$ cat src/rtl/uart_tx_ctrl.sv
// UART transmit controller: pops bytes from the TX FIFO and sends each one as
// start bit, DBIT data bits (LSB first) and stop bit(s), using its own 16x baud divider.
module uart_tx_ctrl #(
    parameter int DBIT    = 8,
    parameter int SB_TICK = 16,
    parameter int DVSR    = 163
) (
    input  logic            clk,
    input  logic            rst_n,
    input  logic            fifo_empty,
    input  logic [DBIT-1:0] fifo_data,
    output logic            fifo_rd,
    output logic            tx,
    output logic            tx_busy,
    output logic            tx_done_tick
);

    localparam int BW = (DVSR > 1) ? $clog2(DVSR) : 1;
    localparam int NW = (DBIT > 1) ? $clog2(DBIT) : 1;

    localparam logic [BW-1:0] B_LAST    = BW'(DVSR - 1);
    localparam logic [5:0]    S_LAST    = 6'd15;
    localparam logic [5:0]    S_STOP    = 6'(SB_TICK - 1);
    localparam logic [NW-1:0] N_LAST    = NW'(DBIT - 1);

    typedef enum logic [1:0] {
        IDLE  = 2'b00,
        START = 2'b01,
        DATA  = 2'b10,
        STOP  = 2'b11
    } state_t;

    state_t          state, state_n;
    logic [BW-1:0]   b, b_n;
    logic [5:0]      s, s_n;
    logic [NW-1:0]   n, n_n;
    logic [DBIT-1:0] sh, sh_n;
    logic            tx_n;
    logic            tick;

    assign tick    = (b == B_LAST);
    assign tx_busy = (state != IDLE);

    always_ff @(posedge clk or negedge rst_n) begin
        if (!rst_n) begin
            state <= IDLE;
            b     <= '0;
            s     <= '0;
            n     <= '0;
            sh    <= '0;
            tx    <= 1'b1;
        end else begin
            state <= state_n;
            b     <= b_n;
            s     <= s_n;
            n     <= n_n;
            sh    <= sh_n;
            tx    <= tx_n;
        end
    end

    always_comb begin
        state_n      = state;
        b_n          = b;
        s_n          = s;
        n_n          = n;
        sh_n         = sh;
        fifo_rd      = 1'b0;
        tx_done_tick = 1'b0;

        case (state)
            IDLE: begin
                b_n = '0;
                s_n = '0;
                // rst_n gate keeps the pop strobe quiet while reset is held
                if (!fifo_empty && rst_n) begin
                    fifo_rd = 1'b1;
                    sh_n    = fifo_data;
                    state_n = START;
                end
            end

            START: begin
                b_n = tick ? '0 : b + 1'b1;
                if (tick) begin
                    if (s == S_LAST) begin
                        s_n     = '0;
                        state_n = DATA;
                    end else begin
                        s_n = s + 6'd1;
                    end
                end
            end

            DATA: begin
                b_n = tick ? '0 : b + 1'b1;
                if (tick) begin
                    if (s == S_LAST) begin
                        s_n  = '0;
                        sh_n = sh >> 1;
                        if (n == N_LAST) begin
                            n_n     = '0;
                            state_n = STOP;
                        end else begin
                            n_n = n + 1'b1;
                        end
                    end else begin
                        s_n = s + 6'd1;
                    end
                end
            end

            STOP: begin
                b_n = tick ? '0 : b + 1'b1;
                if (tick) begin
                    if (s == S_STOP) begin
                        s_n          = '0;
                        tx_done_tick = 1'b1;
                        state_n      = IDLE;
                    end else begin
                        s_n = s + 6'd1;
                    end
                end
            end

            default: state_n = IDLE;
        endcase
    end

    // tx is registered from the next-state view so the line changes on the same edge as the state
    always_comb begin
        tx_n = 1'b1;
        case (state_n)
            START:   tx_n = 1'b0;
            DATA:    tx_n = sh_n[0];
            default: tx_n = 1'b1;
        endcase
    end

endmodule
$ cat config.mk
export PLATFORM = sky130hd
export DESIGN_NAME = uart_tx_ctrl
export DESIGN_NICKNAME = d
export VERILOG_FILES = /design/src/rtl/uart_tx_ctrl.sv
export SDC_FILE = /design/constraint.sdc
export NUM_CORES = 1
export LEC_CHECK = 0
export CAP_MARGIN = 15
export CORE_ASPECT_RATIO = 0.75
export CORE_MARGIN = 1.5
export CORE_UTILIZATION = 45
export DETAILED_ROUTE_END_ITERATION = 6
export MAX_ROUTING_LAYER = met4
export PLACE_DENSITY = 0.63
export SETUP_SLACK_MARGIN = 0.1
export SKIP_CTS_REPAIR_TIMING = 1
export SYNTH_ARGS = -nofsm -noshare
export SYNTH_HDL_FRONTEND = slang
export SYNTH_SLANG_ARGS = --single-unit
$ cat constraint.sdc
create_clock -name clk -period 3.1 [get_ports clk]
set_input_delay 0.62 -clock clk [delete_from_list [all_inputs] [get_ports clk]]
set_output_delay 0.62 -clock clk [all_outputs]
set_load 0.02 [all_outputs]
==> flow_summary_export.csv <==
group,metric,value,unit
global_routing,busiest_layer,"met2",
cells_and_area,diodes,0,
place,dp_hpwl,1.783,mm
worst_setup_path,r2r-start,"b[2]",
global_routing,grt_max_degree,31,
hold_path,holdPathStages,1,
power_and_ir_drop,cell_internal_pwr,0.4768,mW
worst_setup_path,start_kind,"flip-flop",
floorplanning,die_w,67.73,um
cts,numCtsBuffers,3,
timing,period_share,0.9334,
cells_and_area,drive_above_1_share,0.1133,
timing,slew_headroom,0.5269,
synthesis,async_flop_share,1.000,
outcome,status,"complete, no violations",
hold_path,min_from,"sh[3]",
timing,tightest_slew,0.7043,ns
cts,path_clk_slew,0.09,ns
global_routing,grt_overflow,0,
cts,clkSinkCount,28,
worst_setup_path,worstReg2RegEnd,"sh[0]",
floorplanning,start_util,0.4782,
global_routing,grt_use_total,0.1719,
global_routing,grt_pass1_wl,4.340,mm
power_and_ir_drop,p_comb_frac,0.045,
drt,drt_iter0_drc,54,
synthesis,synth_seq_cells,28,
drt,drtAntennaViolNets,0,
floorplanning,rows,17,
power_and_ir_drop,sw_frac_of_total,0.2027,
cells_and_area,final_cell_mix,"27 x dfrtp_1, 16 x nor2_1, 14 x clkdlybuf4s50_1, 9 x nand2_1, 7 x a22o_1",
timing,fmax,345.6,MHz
floorplanning,fp.dieArea,0.003491,mm^2
synthesis,syn-cell-area,0.001414,mm^2
global_routing,antenna_found_initial,0,
timing,tns,0,ns
power_and_ir_drop,powerDensity,357.4,mW/mm^2
cts,htree_levels,1,
synthesis,yosysSeqAreaShare,0.4965,
power_and_ir_drop,p_sw,0.1212,mW
worst_setup_path,path_max_fanout,5,
cts,cts_tree,"yes",
worst_setup_path,cp.arrival,2.27,ns
worst_setup_path,reg2reg_slack,0.74,ns
worst_setup_path,path_class,"reg -> out",
cells_and_area,layout_commonest_cell,"dfrtp_1",
hold_path,hold_end,"sh[3]",
timing,rsz0062_at_grt,"no",
cells_and_area,fin_nets,167,
drt,via_count,1008,
synthesis,synth.avg_cell_area,10.79,um^2
timing,period_needed,2.893,ns
power_and_ir_drop,seqPwrFrac,0.621,
worst_setup_path,required,2.48,ns
global_routing,grt_pass1_vias,983,
place,post_dp_cell_area,0.001619,mm^2
drt,viasPerCell,5.362,
cells_and_area,area_growth,18.32,%
timing,worst_hold_slack,0.4844,ns
cells_and_area,fin_area,0.001673,mm^2
floorplanning,ios,15,
synthesis,synth_cells,131,
worst_setup_path,rr_worst_depth,5,
drt,detail_route.wl_per_cell,13.14,um
floorplanning,die_height,51.55,um
place,portBuffers,14,
global_routing,use_met3,0.04545,
cts,cts_max_path_buffers,2,
power_and_ir_drop,p_clk_frac,0.335,
drt,drt_wl_total,2.471,mm
synthesis,synth_cell_types,40,
hold_path,hp-class,"reg -> reg",
synthesis,synthFlopType,"dfrtp_1",
synthesis,synth_nets,147,
timing,slew_violations,0,
cts,clk_latency,0.27,ns
power_and_ir_drop,p_leak,0.7924,nW
floorplanning,core,0.002957,mm^2
cts,cts-root-buf,"clkbuf_8",
drt,post-route-drc-count,0,
flow_run,maxCapViolations,0,
timing,fin_worst_skew,0.004149,ns
worst_setup_path,worstSetupEndpointType,"primary output",
power_and_ir_drop,peakVddDrop,296.1,uV
synthesis,yosysWarnings,0,
timing,setup_viol,0,
place,gp_congestion,0.8569,
drt,drtPass1Iterations,4,
global_routing,use_met1,0.2313,
global_routing,grt_use_met2,0.2516,
synthesis,synth-edff-count,0,
timing,hold_viol_final,0,
## worst max-delay path by stage
stage,startpoint,cells after the start,slack [ns],to
after detailed placement,fifo_empty,3,0.42,fifo_rd
final,b[2],4,0.21,tx_done_tick
after global placement,fifo_empty,3,0.42,fifo_rd
after global routing,b[0],6,0.10,tx_done_tick
after CTS,b[2],4,0.12,tx_done_tick
after floorplan,b[0],5,0.90,tx_done_tick
## state kept, by name, indices dropped and copies added (netlist names)
register  count
s             6
tx            1
state         2
n             3
b             8
sh            8
## power by group through the flow
| stage | sequential [mW] | clock (mW) | combinational, mW |
|---|---|---|---|
| global placement | 0.378 | 0 | 0.0267 |
| floorplan | 0.378 | 0 | 0.00487 |
| CTS | 0.371 | 0.212 | 0.0278 |
| global route | 0.372 | 0.223 | 0.0299 |
| detailed placement | 0.378 | 0 | 0.0276 |
| finish | 0.371 | 0.200 | 0.0266 |
## per-stage QoR
stage	std cells	utilization	power (mW)	setup slack, ns
floorplan	131	-	0.3828	0.8986
global placement	184	0.5476	0.4050	0.4166
detailed placement	184	0.5476	0.4060	0.4173
CTS	188	0.5628	0.6113	0.1242
global route	188	0.5658	0.6249	0.1012
finish	188	0.5658	0.5979	0.2066
## cells by family after synthesis
kind of cell,share of synthesized area
buffers and inverters,0.02478
DFF,0.4965
xor gates and xnor gates,0.05575
AOI/OAI and AO/OA,0.1319
adders and majority gates,0.04425
muxes,0.02389
and+or+nand+nor,0.2230
## worst max-delay path, cell delays in order, from the launching register on
cell,delay (ns)
dfrtp_1,0.43
or3_1,0.44
nor4_4,0.34
and3_1,0.20
clkdlybuf4s50_1,0.59
## cells in the mapped netlist (all sizes together) (2+ instances only)
| master | instances | area share |
|---|---|---|
| inv | 4 | 0.011 |
| xnor2 | 4 | 0.025 |
| a22o | 7 | 0.043 |
| nand3 | 5 | 0.018 |
| buf | 2 | 0.0088 |
| ha | 5 | 0.044 |
| or3 | 3 | 0.013 |
| o21ai | 3 | 0.011 |
| nor4 | 3 | 0.028 |
| a21oi | 3 | 0.011 |
| nor2 | 17 | 0.047 |
| nand2 | 9 | 0.024 |
| nor4b | 2 | 0.023 |
| dfrtp | 27 | 0.48 |
| clkbuf | 2 | 0.0053 |
| xor2 | 5 | 0.031 |
| mux2 | 3 | 0.024 |
| and3 | 3 | 0.013 |
| nand2b | 3 | 0.013 |
| a21o | 6 | 0.032 |
## final cells by class
cell class                 count  area [um^2]
clock buffer                   4        45.04
fill                         258         1284
inverter                       4        15.01
multi-input combinational     95        685.7
sequential                    28        701.9
tap                           38        47.55
timing repair buffer          19        177.7
## metal layers
layer / wire length (um) / share of wire
met1: 1267 / 0.51
met3: 112 / 0.045
met5: 0 / 0
met2: 1056 / 0.43
met4: 34 / 0.014
Note: power is estimated with default switching activity, not from simulation.
